### src/rtl/led_stream_decoder.sv
// Single-wire NRZ LED-stream receiver: measures high-pulse widths to recover GRB bits,
// assembles 24-bit pixels MSB first and flags frame gaps and protocol errors.
module led_stream_decoder #(
    parameter int unsigned HIGH_THRESH  = 60,
    parameter int unsigned MIN_HIGH     = 15,
    parameter int unsigned MAX_HIGH     = 110,
    parameter int unsigned RESET_CYCLES = 5000
) (
    input  logic        clk_in,
    input  logic        rst_n_in,
    input  logic        data_in,
    output logic [23:0] pixel_out,
    output logic        pixel_valid_out,
    output logic [7:0]  pixel_index_out,
    output logic        frame_done_out,
    output logic [7:0]  frame_len_out,
    output logic        err_out
);

    localparam int unsigned HW = $clog2(MAX_HIGH + 2);
    localparam int unsigned LW = $clog2(RESET_CYCLES + 1);

    localparam logic [HW-1:0] HI_SAT = HW'(MAX_HIGH + 1);
    localparam logic [HW-1:0] HI_MAX = HW'(MAX_HIGH);
    localparam logic [HW-1:0] HI_MIN = HW'(MIN_HIGH);
    localparam logic [HW-1:0] HI_THR = HW'(HIGH_THRESH);
    localparam logic [LW-1:0] LO_SAT = LW'(RESET_CYCLES);

    typedef enum logic [1:0] {
        SYNC,
        LOW,
        HIGH
    } state_t;

    state_t        state;
    logic          s1, s2, s2_d;
    logic [HW-1:0] hi_cnt;
    logic [LW-1:0] lo_cnt;
    logic [4:0]    bit_cnt;
    logic [7:0]    pix_cnt;
    logic [7:0]    index;
    logic [23:0]   shreg;
    logic          gap_taken;

    logic          rise, fall, lo_full, width_bad;
    logic [23:0]   shift_next;

    always_comb begin
        rise       = s2 & ~s2_d;
        fall       = ~s2 & s2_d;
        lo_full    = (lo_cnt == LO_SAT);
        width_bad  = (hi_cnt < HI_MIN) || (hi_cnt > HI_MAX);
        shift_next = {shreg[22:0], (hi_cnt >= HI_THR)};
    end

    always_ff @(posedge clk_in or negedge rst_n_in) begin
        if (!rst_n_in) begin
            state           <= SYNC;
            s1              <= 1'b0;
            s2              <= 1'b0;
            s2_d            <= 1'b0;
            hi_cnt          <= '0;
            lo_cnt          <= '0;
            bit_cnt         <= '0;
            pix_cnt         <= '0;
            index           <= '0;
            shreg           <= '0;
            gap_taken       <= 1'b0;
            pixel_out       <= '0;
            pixel_valid_out <= 1'b0;
            pixel_index_out <= '0;
            frame_done_out  <= 1'b0;
            frame_len_out   <= '0;
            err_out         <= 1'b0;
        end else begin
            s1   <= data_in;
            s2   <= s1;
            s2_d <= s2;

            pixel_valid_out <= 1'b0;
            frame_done_out  <= 1'b0;
            err_out         <= 1'b0;

            // hi_cnt restarts at 1 on the rising edge so it equals the high width at the fall
            if (rise)
                hi_cnt <= HW'(1);
            else if (s2 && hi_cnt != HI_SAT)
                hi_cnt <= hi_cnt + 1'b1;

            if (s2)
                lo_cnt <= '0;
            else if (!lo_full)
                lo_cnt <= lo_cnt + 1'b1;

            if (!lo_full)
                gap_taken <= 1'b0;

            case (state)
                SYNC: begin
                    if (lo_full) begin
                        state     <= rise ? HIGH : LOW;
                        bit_cnt   <= '0;
                        pix_cnt   <= '0;
                        index     <= '0;
                        shreg     <= '0;
                        gap_taken <= 1'b1;
                    end
                end

                LOW: begin
                    // latch event happens once per low period; a coincident rise still starts a bit
                    if (lo_full && !gap_taken) begin
                        gap_taken <= 1'b1;
                        if (bit_cnt != 5'd0) begin
                            err_out <= 1'b1;
                            bit_cnt <= '0;
                            pix_cnt <= '0;
                            index   <= '0;
                        end else if (pix_cnt != 8'd0) begin
                            frame_done_out <= 1'b1;
                            frame_len_out  <= pix_cnt;
                            pix_cnt        <= '0;
                            index          <= '0;
                        end
                    end
                    if (rise)
                        state <= HIGH;
                end

                HIGH: begin
                    if (fall) begin
                        if (width_bad) begin
                            err_out <= 1'b1;
                            state   <= SYNC;
                            bit_cnt <= '0;
                            pix_cnt <= '0;
                            index   <= '0;
                            shreg   <= '0;
                        end else begin
                            state <= LOW;
                            shreg <= shift_next;
                            if (bit_cnt == 5'd23) begin
                                pixel_out       <= shift_next;
                                pixel_valid_out <= 1'b1;
                                pixel_index_out <= index;
                                index           <= index + 8'd1;
                                if (pix_cnt != 8'hFF)
                                    pix_cnt <= pix_cnt + 8'd1;
                                bit_cnt <= '0;
                            end else begin
                                bit_cnt <= bit_cnt + 5'd1;
                            end
                        end
                    end
                end

                default: state <= SYNC;
            endcase
        end
    end

endmodule

### config.mk
export PLATFORM = sky130hd
export DESIGN_NAME = led_stream_decoder
export DESIGN_NICKNAME = d
export VERILOG_FILES = /design/src/rtl/led_stream_decoder.sv
export SDC_FILE = /design/constraint.sdc
export NUM_CORES = 1
export LEC_CHECK = 0
export ABC_AREA = 0
export BUFFER_PORTS_ARGS = -buffer_cell sky130_fd_sc_hd__buf_2
export CAP_MARGIN = 20
export CORE_UTILIZATION = 40
export DETAILED_ROUTE_END_ITERATION = 7
export PLACE_DENSITY = 0.58
export SYNTH_ARGS = -nofsm -noshare
export SYNTH_HDL_FRONTEND = slang
export SYNTH_SLANG_ARGS = --single-unit
### constraint.sdc
create_clock -name clk_in -period 2.83 [get_ports clk_in]
set_input_delay 0.283 -clock clk_in [delete_from_list [all_inputs] [get_ports clk_in]]
set_output_delay 0.283 -clock clk_in [all_outputs]
set_load 0.01 [all_outputs]
# Word-level counts from Yosys, hierarchy flattened
# Index checks and enable logic that the tools add are counted.
# totals
ff_bits	113
input_bits	3
output_inout_bits	43
# op_classes
add_sub_neg	5
magnitude_cmp	3
eq_ne	15
muxes	51
n_bitwise	6
n_reduce_logical	17
# op_table
cell	count
$mux W8	11
$mux W23	3
$pmux W8 S3	2
$pmux W23 S2	1
$mux W5	6
$mux W13	2
$add A8 B1 Y8 const B	2
$mux W1	16
$pmux W5 S3	1
$mux W7	2
$add A13 B1 Y13 const B	1
$eq A13 B13 Y1 const B	1
$ne A2 B2 Y1 const B	6
$ne A3 B3 Y1 const B	3
$mux W2	4
$ne A8 B8 Y1 const B	1
$reduce_and A4 Y1	2
$reduce_bool A8 Y1	1
$add A7 B1 Y7 const B	1
$ge A7 B6 Y1 const B	1
$gt A7 B7 Y1 const B	1
$lt A7 B4 Y1 const B	1
$ne A7 B7 Y1 const B	1
$reduce_and A7 Y1	1
18 further kinds	26

# Logic depth before layout (Yosys ltp)
# Gate-level depths: netlist of the first run.
# depth
word_depth	6
depth_mapped	10
mapped_depth_nobuf	7

# Least setup slack after synthesis of the first run
# OpenSTA, ideal clock, no wires.
# synth_timing
path_kind	register -> register
start	register hi_cnt[0]
end	register pixel_index_out[7]
setup_time_ns	0.125
arrival_time_ns	2.260
t_required_ns	2.705
setup_slack_ns	0.446
path_stages_with_launch	11
n_path_buf	3
cell_sequence	dfrtp_1 > inv_1 > ha_1 > and4b_1 > o211a_1 > buf_2 > or2_1 > buf_6 > nor3_4 > buf_6 > mux2_2
# synth_via
elab_chain_cells	4
elab_cells_between_ends	5
cone_classes	2 x order compare; 1 x bitwise; 2 x reduce/logical
# synth_lines
item	line	rtl
start: declaration	37	logic [HW-1:0] hi_cnt;
start signal: assignment	88	hi_cnt <= hi_cnt + 1'b1;
$lt A7 B4 Y1 or $gt A7 B7 Y1 (tied branches)	52	width_bad = (hi_cnt < HI_MIN) || (hi_cnt > HI_MAX);
$logic_or A1 B1 Y1 (*)	52	
$not A1 Y1 (no source line) (*)	--	
$reduce_and A4 Y1 (no source line) (*)	--	
end signal: assignment	145	pixel_index_out <= index;
end: declaration	14	output logic [7:0] pixel_index_out,
# Mark *: on every way between the ends. The rest lies on a longest branch, timed or not.
# A chain may end at the register's enable or synchronous reset.

# Final worst setup path of the first run
# layout_timing
start	register pix_cnt[0]
end	register index[1]
# layout_via
elab_chain_cells	3
# layout_lines
item	line	rtl
start: declaration	40	logic [7:0] pix_cnt;
start signal: assignment	148	pix_cnt <= pix_cnt + 8'd1;
$reduce_bool A8 Y1	119	end else if (pix_cnt != 8'd0) begin
$ne A3 B3 Y1 (no source line)	--	
$reduce_and A6 Y1 (no source line)	--	
end signal: assignment	146	index <= index + 8'd1;
end: declaration	41	logic [7:0] index;
# No other way between the ends.

==> results.json, run 1 <==
{
  "htreeDepth": 4,
  "period_share": 0.8908,
  "vias": 3788,
  "seq_area_frac_synth": 0.5391,
  "syn-num-nets": 477,
  "cp.required_ps": 3120,
  "slew_violations": 0,
  "synth-compound-area-share": 0.1350,
  "synth-simple-area-share": 0.1539,
  "rsz0062_at_grt": "no",
  "synth-xor-area-share": 0.02004,
  "crit_type": "reg -> reg",
  "setup_slack_ps": 309.1,
  "dpl.hpwl_mm": 7.329,
  "p_seq_frac": 0.413,
  "cap_violations": 0,
  "postLayoutCoreUtil": 0.4994,
  "leakage_uw": 0.003065,
  "path_max_fanout": 7,
  "fp.dieH_microns": 116.5,
  "fillers": 1172,
  "numCtsBuffers": 17,
  "power_density_mw_per_mm2": 630.8,
  "ys_warn_count": 0,
  "r2r-start": "pix_cnt[0]",
  "layout-drive-gt1-share": 0.2542,
  "hold_ws_ps": 361.2,
  "synth_area_sq_mm": 0.005245,
  "finalCriticalPeriod_ps": 2521,
  "nets": 535,
  "row_count": 41,
  "final_common_cell": "dfrtp_1",
  "grt_max_degree": 43,
  "ys.flop_type": "dfrtp_1",
  "grt_usage": 0.1759,
  "tightest_slew_ps": 682.0,
  "via_per_inst": 5.388,
  "io-pin-count": 46,
  "synthAdderAreaFrac": 0.03340,
  "synthCells": 460,
  "initial_core_util": 0.4123,
  "die_area_sq_mm": 0.01357,
  "hp-class": "reg -> reg",
  "crit_family": "simple AND/OR/NAND/NOR gates",
  "relSlewSlack": 0.5418,
  "p_comb_frac": 0.022,
  "final.setup.tns_ps": 0,
  "peakVddDrop_uv": 416.2,
  "p_total_uw": 4008,
  "crit_path_start": "pix_cnt[0]",
  "p_sw_uw": 829.0,
  "intPower_uw": 3179,
  "p_clk_frac": 0.565,
  "fin_skew_ps": 7.064,
  "first_global_vias": 3705,
  "final_antenna_net_count": 0,
  "place_ws_ps": 244.8,
  "worst-path-stages": 8,
  "cts_tree": "done",
  "root_buffer": "clkbuf_16",
  "grt_overflow": 0,
  "fmax_mhz": 396.7,
  "worstSetupStartpointType": "flip-flop",
  "setup_viol": 0,
  "routed_wl_mm": 10.71,
  "hold_path_depth": 0,
  "arrival_ps": 2810,
  "cts_setup_buffers": 0,
  "cp_num_buf_inv": 2,
  "clk_latency_ps": 420,
  "yosysUniqueCellTypes": 58,
  "drtIter0Drc": 215,
  "synth_top_family_by_area": "simple AND/OR/NAND/NOR gates",
  "drt-pass1-iter-count": 4,
  "cp_cell_sequence": "inv_1 > ha_1 > or4b_1 > nor4_2 > a311o_1 > buf_4 > nor3_1 > mux2i_1",
  "syn_to_final_growth_pct": 21.14,
  "insertedDiodeCount": 0,
  "cp-end-kind": "flip-flop",
  "syn_area_per_cell_sq_um": 11.40,
  "path_clk_slew_ps": 60,
  "min_from": "s1",
  "clkSinkCount": 113,
  "synth-edff-count": 0,
  "hold_viol": 0,
  "muxShareOfSynthArea": 0.08111,
  "async_flop_share": 1.000,
  "finalWeightedCongestion": 0.8416,
  "grt_pass1_wl_mm": 18.02,
  "slowest_delay_ps": 460,
  "cts_max_path_buffers": 2,
  "ys_ff_latch": 113,
  "layout_common_cells": "113 x dfrtp_1, 44 x buf_2, 36 x mux2_2, 32 x nand2_1, 30 x nor2_1",
  "cp_slowest_cell": "a311o_1",
  "run_status": "complete, no violations",
  "p_sw_frac": 0.2068,
  "drc": 0,
  "reg2regPathDepth": 8,
  "core_area_sq_mm": 0.01272,
  "fp.dieW_microns": 116.5,
  "portBuffers": 45,
  "avgRoutedWirePerCell_microns": 15.23,
  "antenna_found_initial": 0
}
## Yosys cell counts, drive strengths merged, types with 2 or more instances
cell type / number / share of area
a22o: 28 / 0.047
and3: 5 / 0.0060
mux2: 36 / 0.077
a211oi: 3 / 0.0043
clkbuf: 12 / 0.0086
nor4: 4 / 0.0060
nor3: 17 / 0.019
o21ai: 16 / 0.015
ha: 14 / 0.033
or3: 7 / 0.0083
nor2: 30 / 0.021
a211o: 4 / 0.0067
or2: 3 / 0.0036
nor4b: 3 / 0.0062
nor2b: 3 / 0.0036
nand3: 14 / 0.013
and4b: 2 / 0.0038
o211ai: 3 / 0.0043
a2111oi: 2 / 0.0033
dfrtp: 113 / 0.54
xnor2: 5 / 0.0083
nand2b: 8 / 0.0095
nand4b: 3 / 0.0050
buf: 10 / 0.015
mux2i: 2 / 0.0038
nand2: 32 / 0.023
o31ai: 4 / 0.0057
inv: 19 / 0.014
o22ai: 5 / 0.0060
a21o: 3 / 0.0043
xor2: 7 / 0.012
nand4: 7 / 0.0083
and4: 3 / 0.0050
nor3b: 2 / 0.0029
o41ai: 5 / 0.0098
a21oi: 11 / 0.010
o2bb2ai: 2 / 0.0033
## timing repair
item | CTS | global route
hold buffers | 2 | 0
gates resized for setup | 0 | 1
setup endpoints to repair | 0 | 1
endpoints found under the hold margin | 41 | 0
## per-stage QoR
step / std cells / area [sq um]
detailed placement: 669 / 5693
global route: 703 / 6354
CTS: 703 / 6350
finish: 703 / 6354
floorplan: 460 / 5245
global placement: 669 / 5693
## worst reg2reg max path: stages (launching register included)
cell	delay (ps)
dfrtp_1	420
inv_1	100
ha_1	140
or4b_1	450
nor4_2	380
a311o_1	460
buf_4	210
nor3_1	70
mux2i_1	150
## power groups by stage
stage	sequential [uW]	combinational [uW]	clock, uW
final	1660	86.6	2270
after CTS	1650	90.3	2310
after global routing	1660	102	2400
after global placement	1680	86.4	0
after floorplan	1680	41.7	0
after detailed placement	1680	88.0	0
## state kept, by name, summed over array words and instances (netlist names), 2 cells and up
signal / flops
pixel_out: 24
frame_len_out: 8
pixel_index_out: 8
index: 8
hi_cnt: 7
lo_cnt: 13
bit_cnt: 5
pix_cnt: 8
shreg: 23
state: 2
## per-layer routing
metal	vias to the layer above	track usage	wire length, microns
met5	-	0	0
met3	20	0.06279	511
li1	1814	-	-
met2	87	0.2631	4827
met4	0	0.07863	194
met1	1867	0.2287	5177
## final timing paths
kind                                       to  slack [ps]
max in group asynchronous  pixel_index_out[0]        1620
hold / removal                             s2         360
setup / recovery                     index[1]         310
min in group asynchronous       pixel_out[18]         390
setup reg to reg                     index[1]         310
hold reg to reg                            s2         360
## logic make-up after synthesis
kind of cell / Yosys count
fa+ha+maj: 14
compound gates: 94
simple gates: 148
buf+inv: 41
mux: 38
xor+xnor: 12
flops: 113
## layout make-up
| type | count | area (sq um) | area share |
|---|---|---|---|
| multi-input combinational | 306 | 2225 | 0.3501 |
| timing repair buffer | 61 | 377.9 | 0.05947 |
| clock buffer | 19 | 452.9 | 0.07129 |
| tap | 172 | 215.2 | 0.03387 |
| sequential | 113 | 2828 | 0.4451 |
| clock inverter | 13 | 183.9 | 0.02895 |
| inverter | 19 | 71.32 | 0.01122 |
Note: power is estimated with default switching activity, not from simulation.
==> inputs of run 2 (changes only) <==
--- a/config.mk
+++ b/config.mk
@@ -11,6 +11,7 @@
 export CORE_UTILIZATION = 40
 export DETAILED_ROUTE_END_ITERATION = 7
 export PLACE_DENSITY = 0.58
+export RECOVER_POWER = 100
 export SYNTH_ARGS = -nofsm -noshare
 export SYNTH_HDL_FRONTEND = slang
 export SYNTH_SLANG_ARGS = --single-unit
==> results.json, run 2 (synthesis results as in run 1) <==
{
  "run_status": "complete, no violations",
  "cts_max_path_buffers": 2,
  "final.setup.tns_ps": 0,
  "cp.required_ps": 3130,
  "core_area_sq_mm": 0.01272,
  "arrival_ps": 2900,
  "tightest_slew_ps": 1044,
  "regToRegEndpoint": "pixel_out[17]",
  "numCtsBuffers": 17,
  "layout_common_cells": "113 x dfrtp_1, 46 x clkbuf_1, 36 x mux2_2, 32 x nand2_1, 30 x nor2_1",
  "crit_family": "simple AND/OR/NAND/NOR gates",
  "period_share": 0.9179,
  "final_antenna_net_count": 0,
  "worstSetupStartpointType": "flip-flop",
  "crit_type": "reg -> reg",
  "grt_usage": 0.1759,
  "nets": 535,
  "cp_slowest_cell": "or2_0",
  "die_area_sq_mm": 0.01357,
  "cp_num_buf_inv": 2,
  "finalCriticalPeriod_ps": 2598,
  "reg2regPathDepth": 8,
  "cts_setup_buffers": 0,
  "io-pin-count": 46,
  "largest_reg_flops": 24,
  "r2r_setup_slack_ps": 230,
  "dpl.hpwl_mm": 7.329,
  "path_clk_slew_ps": 50,
  "cp_cell_sequence": "inv_1 > ha_1 > and4b_1 > o211a_1 > or2_0 > nor3_4 > buf_12 > mux2_2",
  "layout-drive-gt1-share": 0.1657,
  "fp.dieH_microns": 116.5,
  "finalWeightedCongestion": 0.8416,
  "fin_cells": 703,
  "grt_max_degree": 43,
  "clkSinkCount": 113,
  "placedInstanceArea_sq_mm": 0.005693,
  "htreeDepth": 4,
  "fmax_mhz": 384.9,
  "clk_latency_ps": 420,
  "drt-pass1-iter-count": 4,
  "power_density_mw_per_mm2": 639.8,
  "portBuffers": 45,
  "cp-end-kind": "flip-flop",
  "reg_top3": "pixel_out: 24 flops, shreg: 23 flops, lo_cnt: 13 flops",
  "slew_violations": 0,
  "row_count": 41,
  "min_to": "s2",
  "leakage_uw": 0.002856,
  "root_buffer": "clkbuf_16",
  "hp-class": "reg -> reg",
  "placed_cells": 669,
  "path_max_fanout": 26,
  "vias": 3781,
  "drc": 0,
  "final_common_cell": "dfrtp_1",
  "antenna_found_initial": 0,
  "slowest_delay_ps": 460,
  "hold_ws_ps": 361.1,
  "setup_viol": 0,
  "grt_pass1_wl_mm": 18.02,
  "relSlewSlack": 0.3040,
  "hold_path_depth": 0,
  "routed_wl_mm": 10.77,
  "fin_skew_ps": 7.528,
  "rsz0062_at_grt": "no",
  "min_from": "s1",
  "fp.dieW_microns": 116.5,
  "via_per_inst": 5.378,
  "r2r-start": "hi_cnt[0]",
  "drtIter0Drc": 195,
  "peakVddDrop_uv": 421.6,
  "avgRoutedWirePerCell_microns": 15.31,
  "postLayoutCoreUtil": 0.4923,
  "regMostFlops": "pixel_out",
  "grt_overflow": 0,
  "syn_to_final_growth_pct": 19.42,
  "cts_tree": "done",
  "first_global_vias": 3705,
  "cap_violations": 0,
  "initial_core_util": 0.4123,
  "postLayoutCellArea_sq_mm": 0.006264,
  "hold_viol": 0,
  "insertedDiodeCount": 0
}
run 2: area by class of cell:
class	instances	area [sq um]
fill	1194	6459
sequential	113	2828
multi-input combinational	306	2220
clock buffer	19	452.9
timing repair buffer	61	292.8
tap	172	215.2
clock inverter	13	183.9
inverter	19	71.32
run 2: how the worst max path moves through the flow:
stage,from,to,cells after the start
floorplan,hi_cnt[0],pixel_index_out[7],10
global placement,pix_cnt[0],index[1],8
detailed placement,lo_cnt[0],index[3],7
CTS,lo_cnt[0],index[3],7
global route,hi_cnt[0],pixel_out[7],8
finish,hi_cnt[0],pixel_out[17],8
run 2: repair_timing:
| action | in CTS | in global routing |
|---|---|---|
| endpoints found under the setup margin | 0 | 1 |
| hold buffers | 2 | 0 |
| gates resized for setup | 0 | 1 |
| hold endpoints to repair | 41 | 0 |
run 2: where the power goes:
group | internal (uW) | switching (uW) | total, uW
clock network | 1520 | 752 | 2270
registers | 1630 | 22.6 | 1660
logic | 25.8 | 56.6 | 82.4
run 2: stage by stage:
| step | setup slack, ps | power (uW) |
|---|---|---|
| floorplan | 445.7 | 1718 |
| global placement | 317.8 | 1769 |
| detailed placement | 244.8 | 1771 |
| CTS | 213.3 | 4059 |
| global route | 86.53 | 4153 |
| finish | 232.2 | 4007 |
run 2: metal layers:
metal | up-vias | track usage | part of all wire
met5 | - | 0 | 0
met4 | 0 | 0.07863 | 0.018
met3 | 18 | 0.06279 | 0.048
met2 | 82 | 0.2631 | 0.45
met1 | 1871 | 0.2287 | 0.49
li1 | 1810 | - | -
==> inputs of run 3 (changes only) <==
==> constraint.sdc (replaced) <==
create_clock -name clk_in -period 2.94 [get_ports clk_in]
set_input_delay 0.294 -clock clk_in [delete_from_list [all_inputs] [get_ports clk_in]]
set_output_delay 0.294 -clock clk_in [all_outputs]
set_load 0.01 [all_outputs]
==> results.json, run 3 (synthesis results as in run 1) <==
{
  "dpl.hpwl_mm": 7.259,
  "arrival_ps": 2990,
  "reg2regPathDepth": 7,
  "r2r_setup_slack_ps": 250,
  "via_per_inst": 5.396,
  "layout-drive-gt1-share": 0.1660,
  "cp_slowest_cell": "a311o_1",
  "cp_cell_sequence": "inv_1 > ha_1 > or4b_1 > nor4_1 > a311o_1 > nor4_2 > a22o_1",
  "hold_viol": 0,
  "period_share": 0.9152,
  "fp.dieW_microns": 116.5,
  "crit_type": "reg -> reg",
  "fin_skew_ps": 8.271,
  "relSlewSlack": 0.03012,
  "run_status": "complete, no violations",
  "syn_to_final_growth_pct": 18.82,
  "slew_violations": 0,
  "final_antenna_net_count": 0,
  "setup_viol": 0,
  "multi_input_area_sq_mm": 0.002221,
  "fmax_mhz": 371.6,
  "numCtsBuffers": 17,
  "grt_overflow": 0,
  "vias": 3788,
  "first_global_vias": 3639,
  "cp.required_ps": 3240,
  "largest_reg_flops": 24,
  "portBuffers": 45,
  "fp.dieH_microns": 116.5,
  "rsz0062_at_grt": "no",
  "leakage_uw": 0.002836,
  "routed_wl_mm": 10.59,
  "root_buffer": "clkbuf_16",
  "worstSetupStartpointType": "flip-flop",
  "final_common_cell": "dfrtp_1",
  "peakVddDrop_uv": 495.8,
  "final.setup.tns_ps": 0,
  "nets": 534,
  "regMostFlops": "pixel_out",
  "avgRoutedWirePerCell_microns": 15.09,
  "reg_top3": "pixel_out: 24 flops, shreg: 23 flops, lo_cnt: 13 flops",
  "cp-endpoint": "index[7]",
  "clkSinkCount": 113,
  "grt_max_degree": 61,
  "cp-end-kind": "flip-flop",
  "cts_tree": "done",
  "path_clk_slew_ps": 60,
  "die_area_sq_mm": 0.01357,
  "placedInstanceArea_sq_mm": 0.005673,
  "antenna_found_initial": 0,
  "layout_common_cells": "113 x dfrtp_1, 45 x clkbuf_1, 36 x mux2_2, 32 x nand2_1, 30 x nor2_1",
  "postLayoutCellArea_sq_mm": 0.006232,
  "fillers": 1230,
  "cts_max_path_buffers": 2,
  "tightest_slew_ps": 1455,
  "hp-class": "reg -> reg",
  "path_max_fanout": 12,
  "drtIter0Drc": 185,
  "row_count": 41,
  "clk_latency_ps": 400,
  "core_area_sq_mm": 0.01272,
  "grt_pass1_wl_mm": 18.10,
  "finalWeightedCongestion": 0.7877,
  "drt-pass1-iter-count": 4,
  "regToRegEndpoint": "index[7]",
  "finalCriticalPeriod_ps": 2691,
  "r2r-start": "pix_cnt[0]",
  "power_density_mw_per_mm2": 603.4,
  "crit_path_start": "pix_cnt[0]",
  "htreeDepth": 4,
  "insertedDiodeCount": 0,
  "initial_core_util": 0.4123,
  "cts_setup_buffers": 0,
  "cap_violations": 0,
  "grt_usage": 0.1740,
  "seq_area_sq_mm": 0.002828,
  "drc": 0,
  "io-pin-count": 46,
  "slowest_delay_ps": 610
}
## run 3: worst min-delay path by stage
stage | start | end | slack, ps | depth (start not counted)
after floorplan | rst_n_in | bit_cnt[0] | -2 | 0
after global placement | s1 | s2 | 340 | 0
after detailed placement | s1 | s2 | 340 | 0
after CTS | s1 | s2 | 350 | 0
after global routing | s1 | s2 | 350 | 0
final | s1 | s2 | 350 | 0
## run 3: routing by layer
layer	vias up	GRT usage	wire [microns]	share of wire
li1	1798	-	-	-
met1	1902	0.2323	5209	0.49
met2	82	0.2714	4849	0.46
met3	6	0.05293	444	0.042
met4	0	0.05385	89	0.0084
met5	-	0	0	0
## run 3: cell type report
type | instances | area share
sequential | 113 | 0.4537
multi-input combinational | 306 | 0.3564
clock buffer | 19 | 0.07268
timing repair buffer | 60 | 0.04557
tap | 172 | 0.03453
clock inverter | 13 | 0.02570
inverter | 19 | 0.01144
## run 3: power breakdown
part	internal [uW]	leakage, uW	switching (uW)	total, uW
sequential	1570	0.00156	21.6	1590
combinational	25.6	0.000984	55.0	80.6
clock	1370	0.000287	712	2090
total	2970	0.00284	789	3760
## run 3: through the flow
stage / instances / util / hold slack [ps] / power, uW / setup slack [ps]
after global placement: 668 / 0.4459 / 338.2 / 1703 / 367.3
final: 702 / 0.4899 / 350.0 / 3761 / 249.2
after global routing: 702 / 0.4899 / 352.6 / 3915 / 71.26
after detailed placement: 668 / 0.4459 / 341.3 / 1706 / 307.0
after CTS: 702 / 0.4957 / 352.9 / 3820 / 288.2
after floorplan: 460 / - / -1.591 / 1654 / 555.7
## run 3: repair_timing
action	4_1_cts	5_1_grt
endpoints found under the hold margin	32	0
hold buffers	2	0
endpoints found under the setup margin	0	3
resized for setup	0	1
## run 3: worst max-delay path, delay by kind of cell, from the launching register on
family | cells | cell delay (ps)
buf+inv | 1 | 90
simple gates | 3 | 1110
flops | 1 | 410
compound gates | 2 | 830
fa+ha+maj | 1 | 150
